### src/rtl/fighter_pkg.sv
// Shared definitions for the fighter action sequencer: phase encodings,
// LED bit positions and one-hot direction constants.
package fighter_pkg;

  typedef enum logic [2:0] {
    IDLE         = 3'd0,
    ATK_STARTUP  = 3'd1,
    ATK_ACTIVE   = 3'd2,
    ATK_RECOVERY = 3'd3,
    PARRY        = 3'd4,
    PARRY_RECOV  = 3'd5,
    HITSTUN      = 3'd6
  } phase_e;

  localparam int LED_IDLE    = 0;
  localparam int LED_DIR_LSB = 1;
  localparam int LED_HITBOX  = 5;
  localparam int LED_PARRY   = 6;

  localparam logic [3:0] CENTER = 4'b0000;
  localparam logic [3:0] LEFT   = 4'b0001;
  localparam logic [3:0] RIGHT  = 4'b0010;
  localparam logic [3:0] UP     = 4'b0100;
  localparam logic [3:0] DOWN   = 4'b1000;

  // btn is {down,up,right,left}; left > right > up > down
  function automatic logic [3:0] dir_pick(input logic [3:0] btn);
    if (btn[0])      return LEFT;
    else if (btn[1]) return RIGHT;
    else if (btn[2]) return UP;
    else if (btn[3]) return DOWN;
    else             return CENTER;
  endfunction

endpackage

### src/rtl/btn_sync_edge.sv
// Two-flop synchronizer for one raw button plus a registered rising-edge pulse.
// Latency: raw rise to pulse is three clks; pulse lasts one clk.
module btn_sync_edge (
  input  logic clk,
  input  logic rst_n,
  input  logic raw,
  output logic rise
);

  logic meta, sync, prev;

  always_ff @(posedge clk or negedge rst_n) begin
    if (!rst_n) begin
      meta <= 1'b0;
      sync <= 1'b0;
      prev <= 1'b0;
      rise <= 1'b0;
    end else begin
      meta <= raw;
      sync <= meta;
      prev <= sync;
      rise <= sync & ~prev;
    end
  end

endmodule

### src/rtl/fighter_action_sequencer.sv
// Turns synchronized controller buttons into frame-timed action phases.
// State changes on frame_tick; hit_in acts immediately; outputs lag state by one clk.
module fighter_action_sequencer
  import fighter_pkg::*;
#(
  parameter int STARTUP_FR     = 4,
  parameter int ACTIVE_FR      = 3,
  parameter int RECOVERY_FR    = 8,
  parameter int PARRY_FR       = 6,
  parameter int PARRY_RECOV_FR = 10,
  parameter int HITSTUN_FR     = 12,
  parameter int CNT_W          = 5
) (
  input  logic       clk,
  input  logic       rst_n,
  input  logic       frame_tick,
  input  logic       left,
  input  logic       right,
  input  logic       up,
  input  logic       down,
  input  logic       attack,
  input  logic       pery,
  input  logic       hit_in,
  output logic [3:0] move_dir,
  output logic       hitbox_en,
  output logic       parry_open,
  output logic       parried,
  output logic       busy,
  output logic [2:0] phase,
  output logic [6:0] led_outputs
);

  localparam logic [CNT_W-1:0] STARTUP_C     = CNT_W'(STARTUP_FR);
  localparam logic [CNT_W-1:0] ACTIVE_C      = CNT_W'(ACTIVE_FR);
  localparam logic [CNT_W-1:0] RECOVERY_C    = CNT_W'(RECOVERY_FR);
  localparam logic [CNT_W-1:0] PARRY_C       = CNT_W'(PARRY_FR);
  localparam logic [CNT_W-1:0] PARRY_RECOV_C = CNT_W'(PARRY_RECOV_FR);
  localparam logic [CNT_W-1:0] HITSTUN_C     = CNT_W'(HITSTUN_FR);

  logic [3:0]       dir_meta, dir_sync;
  logic             atk_rise, pry_rise;
  logic             atk_pend, pry_pend;
  phase_e           state;
  logic [CNT_W-1:0] cnt;

  always_ff @(posedge clk or negedge rst_n) begin
    if (!rst_n) begin
      dir_meta <= 4'b0;
      dir_sync <= 4'b0;
    end else begin
      dir_meta <= {down, up, right, left};
      dir_sync <= dir_meta;
    end
  end

  btn_sync_edge u_atk_sync (.clk(clk), .rst_n(rst_n), .raw(attack), .rise(atk_rise));
  btn_sync_edge u_pry_sync (.clk(clk), .rst_n(rst_n), .raw(pery),   .rise(pry_rise));

  // A press survives only until the next tick; a rise on the tick clk itself
  // becomes the press for the following frame.
  always_ff @(posedge clk or negedge rst_n) begin
    if (!rst_n) begin
      atk_pend <= 1'b0;
      pry_pend <= 1'b0;
    end else if (frame_tick) begin
      atk_pend <= atk_rise;
      pry_pend <= pry_rise;
    end else begin
      atk_pend <= atk_pend | atk_rise;
      pry_pend <= pry_pend | pry_rise;
    end
  end

  always_ff @(posedge clk or negedge rst_n) begin
    if (!rst_n) begin
      state      <= IDLE;
      cnt        <= '0;
      phase      <= IDLE;
      busy       <= 1'b0;
      hitbox_en  <= 1'b0;
      parry_open <= 1'b0;
      parried    <= 1'b0;
      move_dir   <= CENTER;
    end else begin
      parried <= 1'b0;
      if (hit_in && state != HITSTUN) begin
        if (state == PARRY) begin
          parried <= 1'b1;
          state   <= IDLE;
          cnt     <= '0;
        end else begin
          state <= HITSTUN;
          cnt   <= HITSTUN_C;
        end
      end else if (frame_tick) begin
        if (state == IDLE) begin
          if (pry_pend) begin
            state <= PARRY;
            cnt   <= PARRY_C;
          end else if (atk_pend) begin
            state <= ATK_STARTUP;
            cnt   <= STARTUP_C;
          end
        end else if (cnt > 1) begin
          cnt <= cnt - 1'b1;
        end else begin
          case (state)
            ATK_STARTUP: begin state <= ATK_ACTIVE;   cnt <= ACTIVE_C;      end
            ATK_ACTIVE:  begin state <= ATK_RECOVERY; cnt <= RECOVERY_C;    end
            PARRY:       begin state <= PARRY_RECOV;  cnt <= PARRY_RECOV_C; end
            default:     begin state <= IDLE;         cnt <= '0;            end
          endcase
        end
      end

      phase      <= state;
      busy       <= (state != IDLE);
      hitbox_en  <= (state == ATK_ACTIVE);
      parry_open <= (state == PARRY);
      move_dir   <= (state == IDLE) ? dir_pick(dir_sync) : CENTER;
    end
  end

  // Idle LED lights only when standing still so the bus stays one-hot.
  always_comb begin
    led_outputs                           = 7'b0;
    led_outputs[LED_IDLE]                 = (phase == IDLE) && (move_dir == CENTER);
    led_outputs[LED_DIR_LSB+3:LED_DIR_LSB] = move_dir;
    led_outputs[LED_HITBOX]               = hitbox_en;
    led_outputs[LED_PARRY]                = parry_open;
  end

endmodule
### config.mk
export PLATFORM = sky130hd
export DESIGN_NAME = fighter_action_sequencer
export DESIGN_NICKNAME = d
export VERILOG_FILES = /design/src/rtl/fighter_pkg.sv /design/src/rtl/btn_sync_edge.sv /design/src/rtl/fighter_action_sequencer.sv
export SDC_FILE = /design/constraint.sdc
export NUM_CORES = 1
export LEC_CHECK = 0
export CAP_MARGIN = 20
export CORE_MARGIN = 4
export CORE_UTILIZATION = 50
export CTS_BUF_LIST = sky130_fd_sc_hd__clkbuf_4 sky130_fd_sc_hd__clkbuf_8 sky130_fd_sc_hd__clkbuf_16
export DETAILED_ROUTE_END_ITERATION = 8
export PLACE_DENSITY_LB_ADDON = 0.2
export SETUP_SLACK_MARGIN = 0.4
export SLEW_MARGIN = 5
export SYNTH_ARGS = -nofsm -noshare
export SYNTH_HDL_FRONTEND = slang
export SYNTH_SLANG_ARGS = --single-unit
### constraint.sdc
create_clock -name clk -period 2 [get_ports clk]
set_input_delay 0.4 -clock clk [delete_from_list [all_inputs] [get_ports clk]]
set_output_delay 0.4 -clock clk [all_outputs]
set_load 0.02 [all_outputs]
==> results of run 1 <==
[layout make-up]
cell class / instances / area, µm² / area share
well taps: 31 / 38.8 / 0.0189
repair buffers: 46 / 403 / 0.197
clock inverters: 2 / 35.0 / 0.0171
multi-input cells: 80 / 578 / 0.282
clock buffers: 5 / 37.5 / 0.0183
inverters: 7 / 26.3 / 0.0128
flip-flops and latches: 37 / 930 / 0.454
[critical path, stage by stage (launching register included)]
cell and delay [ns]:
dfrtp_1 0.39, or4_4 0.54, nor4_4 0.14, buf_4 0.18
[cells in the final DEF (no fill, tap or decap), drive strengths merged, types with 2 or more instances in the layout]
cell type and count:
a21o 3, a21oi 3, a31oi 2, a41oi 2, and2 2, and3 3, buf 22, clkbuf 9
clkdlybuf4s15 2, clkdlybuf4s50 8, dfrtp 37, dlygate4sd2 9, ha 2, inv 7, nand2 9, nand3 5
nor2 9, nor2b 4, nor3 6, nor3b 2, o211ai 2, o21ai 10, o221ai 2, or3 2
xnor2 2
[cell families (layout without fill, tap and decap cells)]
kind of cell	after synthesis	after routing
flip-flops	37	37
AND/OR/NAND/NOR	45	45
AO/OA/AOI/OAI	30	30
XOR/XNOR	2	2
multiplexers	1	1
adder cells (fa/ha/maj)	2	2
buffers and inverters	17	60
[power groups by stage]
stage | Combinational (mW) | Clock, mW | Sequential (mW)
finish | 1.09 | 0.494 | 1.06
global route | 1.19 | 0.544 | 1.09
CTS | 0.941 | 0.504 | 1.03
detailed placement | 0.923 | 0 | 1.06
global placement | 0.895 | 0 | 1.05
floorplan | 0.584 | 0 | 1.08
[flip-flops by register name, summed over array words and instances (netlist names), 3 cells and up]
name and cells:
cnt 5, phase 3, move_dir 4, dir_meta 4
state 3, dir_sync 4
[layer usage]
metal	wire length, µm	track usage
met2	1630	0.269
met4	32	0.0634
met1	1350	0.222
met5	0	0
met3	238	0.0629
[metrics by stage]
stage	area [µm²]	cells	TNS, ns	hold WS (ns)	util
after CTS	1930	203	0	0.358	0.683
final	2050	208	0	0.357	0.724
after global routing	2050	208	-0.0726	0.369	0.724
after floorplan	1530	134	0	0.104	-
after global placement	1850	192	-0.0891	0.334	0.655
after detailed placement	1850	192	-0.116	0.335	0.655
[worst paths after layout]
kind | startpoint | end
min | dir_meta[2] | dir_sync[2]
max | move_dir[2] | led_outputs[0]
min in group asynchronous | rst_n | cnt[3]
max in group asynchronous | rst_n | state[2]
min reg2reg | dir_meta[2] | dir_sync[2]
max reg2reg | cnt[0] | cnt[3]
[what timing repair did]
action / in CTS / in global routing
setup endpoints to repair: 20 / 14
gates resized for setup: 33 / 36
buffers inserted: 4 / 5
pin swaps: 1 / 6
==> qor.yml, run 1 <==
wirelength_mm: 3.25
cts.sinks: 37
postRouteAntennaNets: 0
critPathArrivalTime_ns: 1.59
final_max_slew_viol_count: 0
io_pins: 28
synth_area_leader_cell: "dfrtp_1"
grt_max_degree: 38
dp_slack_ns: -0.116
yosysUniqueCellTypes: 34
dieArea_mm2: 0.00397
synthMuxAreaShare: 0.00661
yosysWarningCount: 0
p_comb_frac: 0.411
syn2layout_area_growth_pct: 35.3
criticalPathCategory: "register to primary output"
startpoint_type: "register"
via_per_inst: 5.69
clk_pin_slew_worst_paths_ns: 0.10
synth_edf_count: 0
synth_fa_ha_area_frac: 0.0165
path_max_fanout: 2
synth-simple-area-share: 0.159
drive_above_1_share: 0.288
route.detailed.drc: 0
cp_data_required_time_ns: 1.60
setup_viol: 0
clkPwrFrac: 0.187
antenna_found_initial: 0
num_antenna_cells: 0
hold_depth: 0
internal_power_mw: 1.68
syn_avg_cell_area_um2: 11.3
clockBufferDepth: 2
reg2reg_slack_ns: 0.45
period_needed_ns: 1.99
synth_top_area_frac: 0.612
synthFlopType: "dfrtp_1"
dieWidth_um: 63.0
critical_path.endpoint_type: "primary output"
dr.first_iter.drc_count: 53
yosys-top-cells-count: "dfrtp_1, o21ai_0, nand2_1, nor2_1, inv_1"
ys_seq_area_frac: 0.612
tightest_slew_ns: 0.444
skew_ns: 0.00345
reg2reg_depth: 5
synth-seq-cells: 37
cts_tree: "built"
grt_pass1_wl_mm: 5.35
globalplace.congestion: 0.860
htreeDepth: 2
core_mm2: 0.00283
rsz0062_at_grt: "true"
clk_latency_ns: 0.34
hold_buffers: 0
cts_made_buffers: 5
setup_ws_ns: 0.0135
status: "complete, no violations"
syn_inst: 134
grt_usage: 0.174
wl_per_cell_um: 15.6
switchingPower_uw: 967
p_total_mw: 2.64
overflow: 0
dieHeight_um: 63.0
synth-compound-area-share: 0.137
num_rows: 19
p_leak_nw: 0.970
hold_viol: 0
firstDrtPassIters: 4
synth_xor_area_frac: 0.0116
final.fill_count: 199
io_buffers: 27
cts-root-buf: "clkbuf_4"
synthTopCellsByArea: "dfrtp_1, o21ai_0, buf_4, nand2_1, nor2_1"
min_path_type: "register to register"
sw_frac_of_total: 0.366
maxCapViolCount: 0
fmaxAchievable_mhz: 503
synth_most_common_cell: "dfrtp_1"
synthArstFlopShare: 1.00
final_nets: 189
relSlewSlack: 0.704
initial_core_util: 0.535
period_share: 0.993
syn-cell-area_mm2: 0.00151
synth_top_family_by_area: "simple AND/OR/NAND/NOR gates"
p_seq_frac: 0.402
dp.final_hpwl_mm: 2.15
grt_pass1_vias: 1090
power.density_mw_per_mm2: 1290
synth_nets: 146
vias: 1183
peakVddDrop_uv: 746
No activity file was read; power rests on OpenSTA's default activity.
==> inputs of run 2 (changes only) <==
Settings changed: SETUP_SLACK_MARGIN 0.4 to 0.5.
==> run 2 against run 1 <==
Effect of this change: global-route usage is 0.24 points lower; final area grew 2.7%; total power about the same; die area unchanged; largest cell class unchanged.
==> qor.yml, run 2 (same netlist as run 1, synthesis figures left out) <==
maxCapViolCount: 0  # unchanged
internal_power_mw: 1.63  # was 1.68 mW
firstDrtPassIters: 4  # unchanged
vias: 1177  # was 1,183
htreeDepth: 2  # unchanged
critical_path.endpoint_type: "primary output"  # unchanged
p_leak_nw: 0.985  # was 0.970 nW
cts.sinks: 37  # unchanged
largest_register: "cnt"  # unchanged
via_per_inst: 5.58  # was 5.69
period_needed_ns: 2.00  # was 1.99 ns
tightest_slew_ns: 0.437  # was 0.444 ns
num_antenna_cells: 0  # unchanged
hold_depth: 0  # unchanged
clk_latency_ns: 0.34  # about the same
largest_reg_flops: 5  # unchanged
r2r_end: "cnt[3]"  # unchanged
criticalPathCategory: "register to primary output"  # unchanged
regArea_um2: 932  # was 930 µm²
io_buffers: 27  # unchanged
fmaxAchievable_mhz: 500  # was 503 MHz
hold_buffers: 0  # unchanged
reg2reg_slack_ns: 0.43  # was 0.45 ns
dieArea_mm2: 0.00397  # unchanged
hold_viol: 0  # unchanged
grt_pass1_vias: 1114  # was 1,090
p_total_mw: 2.64  # about the same
status: "complete, no violations"  # unchanged
wirelength_mm: 3.19  # was 3.25 mm
overflow: 0  # unchanged
clockBufferDepth: 2  # unchanged
fin_cells: 211  # was 208
setup_ws_ns: 0.00133  # was 0.0135 ns
skew_ns: 0.00641  # was 0.00345 ns
final_max_slew_viol_count: 0  # unchanged
final_nets: 191  # was 189
power.density_mw_per_mm2: 1260  # was 1290 mW/mm²
cts_tree: "built"  # unchanged
holdPathEnd: "dir_sync[3]"  # was dir_sync[2]
p_seq_frac: 0.405  # was 0.402
dieWidth_um: 63.0  # unchanged
dp_slack_ns: -0.149  # was -0.116 ns
dp.final_hpwl_mm: 2.04  # was 2.15 mm
dp_cells: 191  # was 192
final_common_cell: "dfrtp_1"  # unchanged
clkPwrFrac: 0.157  # was 0.187
min_path_type: "register to register"  # unchanged
path_max_fanout: 2  # unchanged
dpl-instance-area_mm2: 0.00185  # about the same
holdWs_ns: 0.358  # was 0.357 ns
relSlewSlack: 0.709  # was 0.704
grt_usage: 0.171  # was 0.174
peakVddDrop_uv: 782  # was 746 µV
reg2reg_depth: 6  # was 5
final.fill_count: 198  # was 199
postRouteAntennaNets: 0  # unchanged
grt_pass1_wl_mm: 5.19  # was 5.35 mm
io_pins: 28  # unchanged
grt_max_degree: 38  # unchanged
rsz0062_at_grt: "true"  # unchanged
initial_core_util: 0.535  # unchanged
dieHeight_um: 63.0  # unchanged
route.detailed.drc: 0  # unchanged
cts-root-buf: "clkbuf_4"  # unchanged
globalplace.congestion: 0.850  # was 0.860
sw_frac_of_total: 0.382  # was 0.366
setup_tns_ns: 0  # unchanged
syn2layout_area_growth_pct: 38.9  # was 35.3%
multi_input_area_um2: 616  # was 578 µm²
dr.first_iter.drc_count: 47  # was 53
clk_pin_slew_worst_paths_ns: 0.11  # was 0.10 ns
cts_made_buffers: 5  # unchanged
antenna_found_initial: 0  # unchanged
core_mm2: 0.00283  # unchanged
period_share: 0.999  # was 0.993
wl_per_cell_um: 15.1  # was 15.6 µm
post-route-util: 0.743  # was 0.724
drive_above_1_share: 0.350  # was 0.288
critPathArrivalTime_ns: 1.60  # was 1.59 ns
r2r_start: "cnt[1]"  # was cnt[0]
final_cell_mix: "dfrtp_1, buf_4, nand2_1, clkdlybuf4s50_1, buf_6"  # was dfrtp_1, buf_4, dlygate4sd2_1
min_from: "dir_meta[3]"  # was dir_meta[2]
cp_data_required_time_ns: 1.60  # about the same
switchingPower_mw: 1.01  # was 967 µW
fin_area_mm2: 0.00210  # was 0.00205 mm²
startpoint_type: "register"  # unchanged
setup_viol: 0  # unchanged
p_comb_frac: 0.438  # was 0.411
num_rows: 19  # unchanged
## run 2: cell count changes in the layout (fill, tap and decap cells not counted), moves of 2 or more
| cell | before | now |
|---|---|---|
| buf_2 | 0 | 4 |
| buf_4 | 15 | 17 |
| clkbuf_2 | 4 | 2 |
| dfrtp_1 | 34 | 32 |
| dfrtp_2 | 3 | 5 |
| dlygate4sd2_1 | 9 | 6 |
| nand3_1 | 5 | 3 |
| nand3_2 | 0 | 2 |
## run 2: layout make-up
class                   count  area share
flip-flops and latches     37       0.443
multi-input cells          80       0.293
repair buffers             48       0.201
clock buffers               6      0.0244
well taps                  31      0.0184
inverters                   7      0.0137
clock inverters             2     0.00654
## run 2: power by group through the flow
stage | registers (mW) | clock network (mW) | logic, mW
floorplan | 1.08 | 0 | 0.585
global placement | 1.05 | 0 | 0.898
detailed placement | 1.06 | 0 | 0.914
CTS | 1.04 | 0.434 | 0.978
global route | 1.10 | 0.475 | 1.26
finish | 1.07 | 0.414 | 1.16
## run 2: per-layer routing
| layer | vias up | routed length, µm | global-route usage |
|---|---|---|---|
| met5 | - | 0 | 0 |
| met4 | 0 | 88 | 0.0909 |
| met3 | 6 | 188 | 0.0594 |
| met2 | 45 | 1540 | 0.262 |
| met1 | 570 | 1370 | 0.212 |
| li1 | 556 | - | - |
## run 2: critical path, stage by stage (launching register included)
cell	delay, ns
dfrtp_1	0.40
or4_4	0.55
nor4_4	0.14
buf_4	0.17
## run 2: how the worst max path moves through the flow
| stage | from | end | slack (ns) | cells after the start |
|---|---|---|---|---|
| after floorplan | move_dir[1] | led_outputs[0] | 0.29 | 2 |
| after global placement | move_dir[1] | led_outputs[0] | -0.11 | 3 |
| after detailed placement | move_dir[1] | led_outputs[0] | -0.15 | 3 |
| after CTS | move_dir[2] | led_outputs[0] | -0.005 | 3 |
| after global routing | move_dir[2] | led_outputs[0] | -0.14 | 3 |
| final | move_dir[2] | led_outputs[0] | 0.001 | 3 |
## run 2: timing repair
item                       CTS  global route
setup endpoints to repair   26            16
pin swaps                    2             6
resized for setup           70            25
setup buffers                6             6
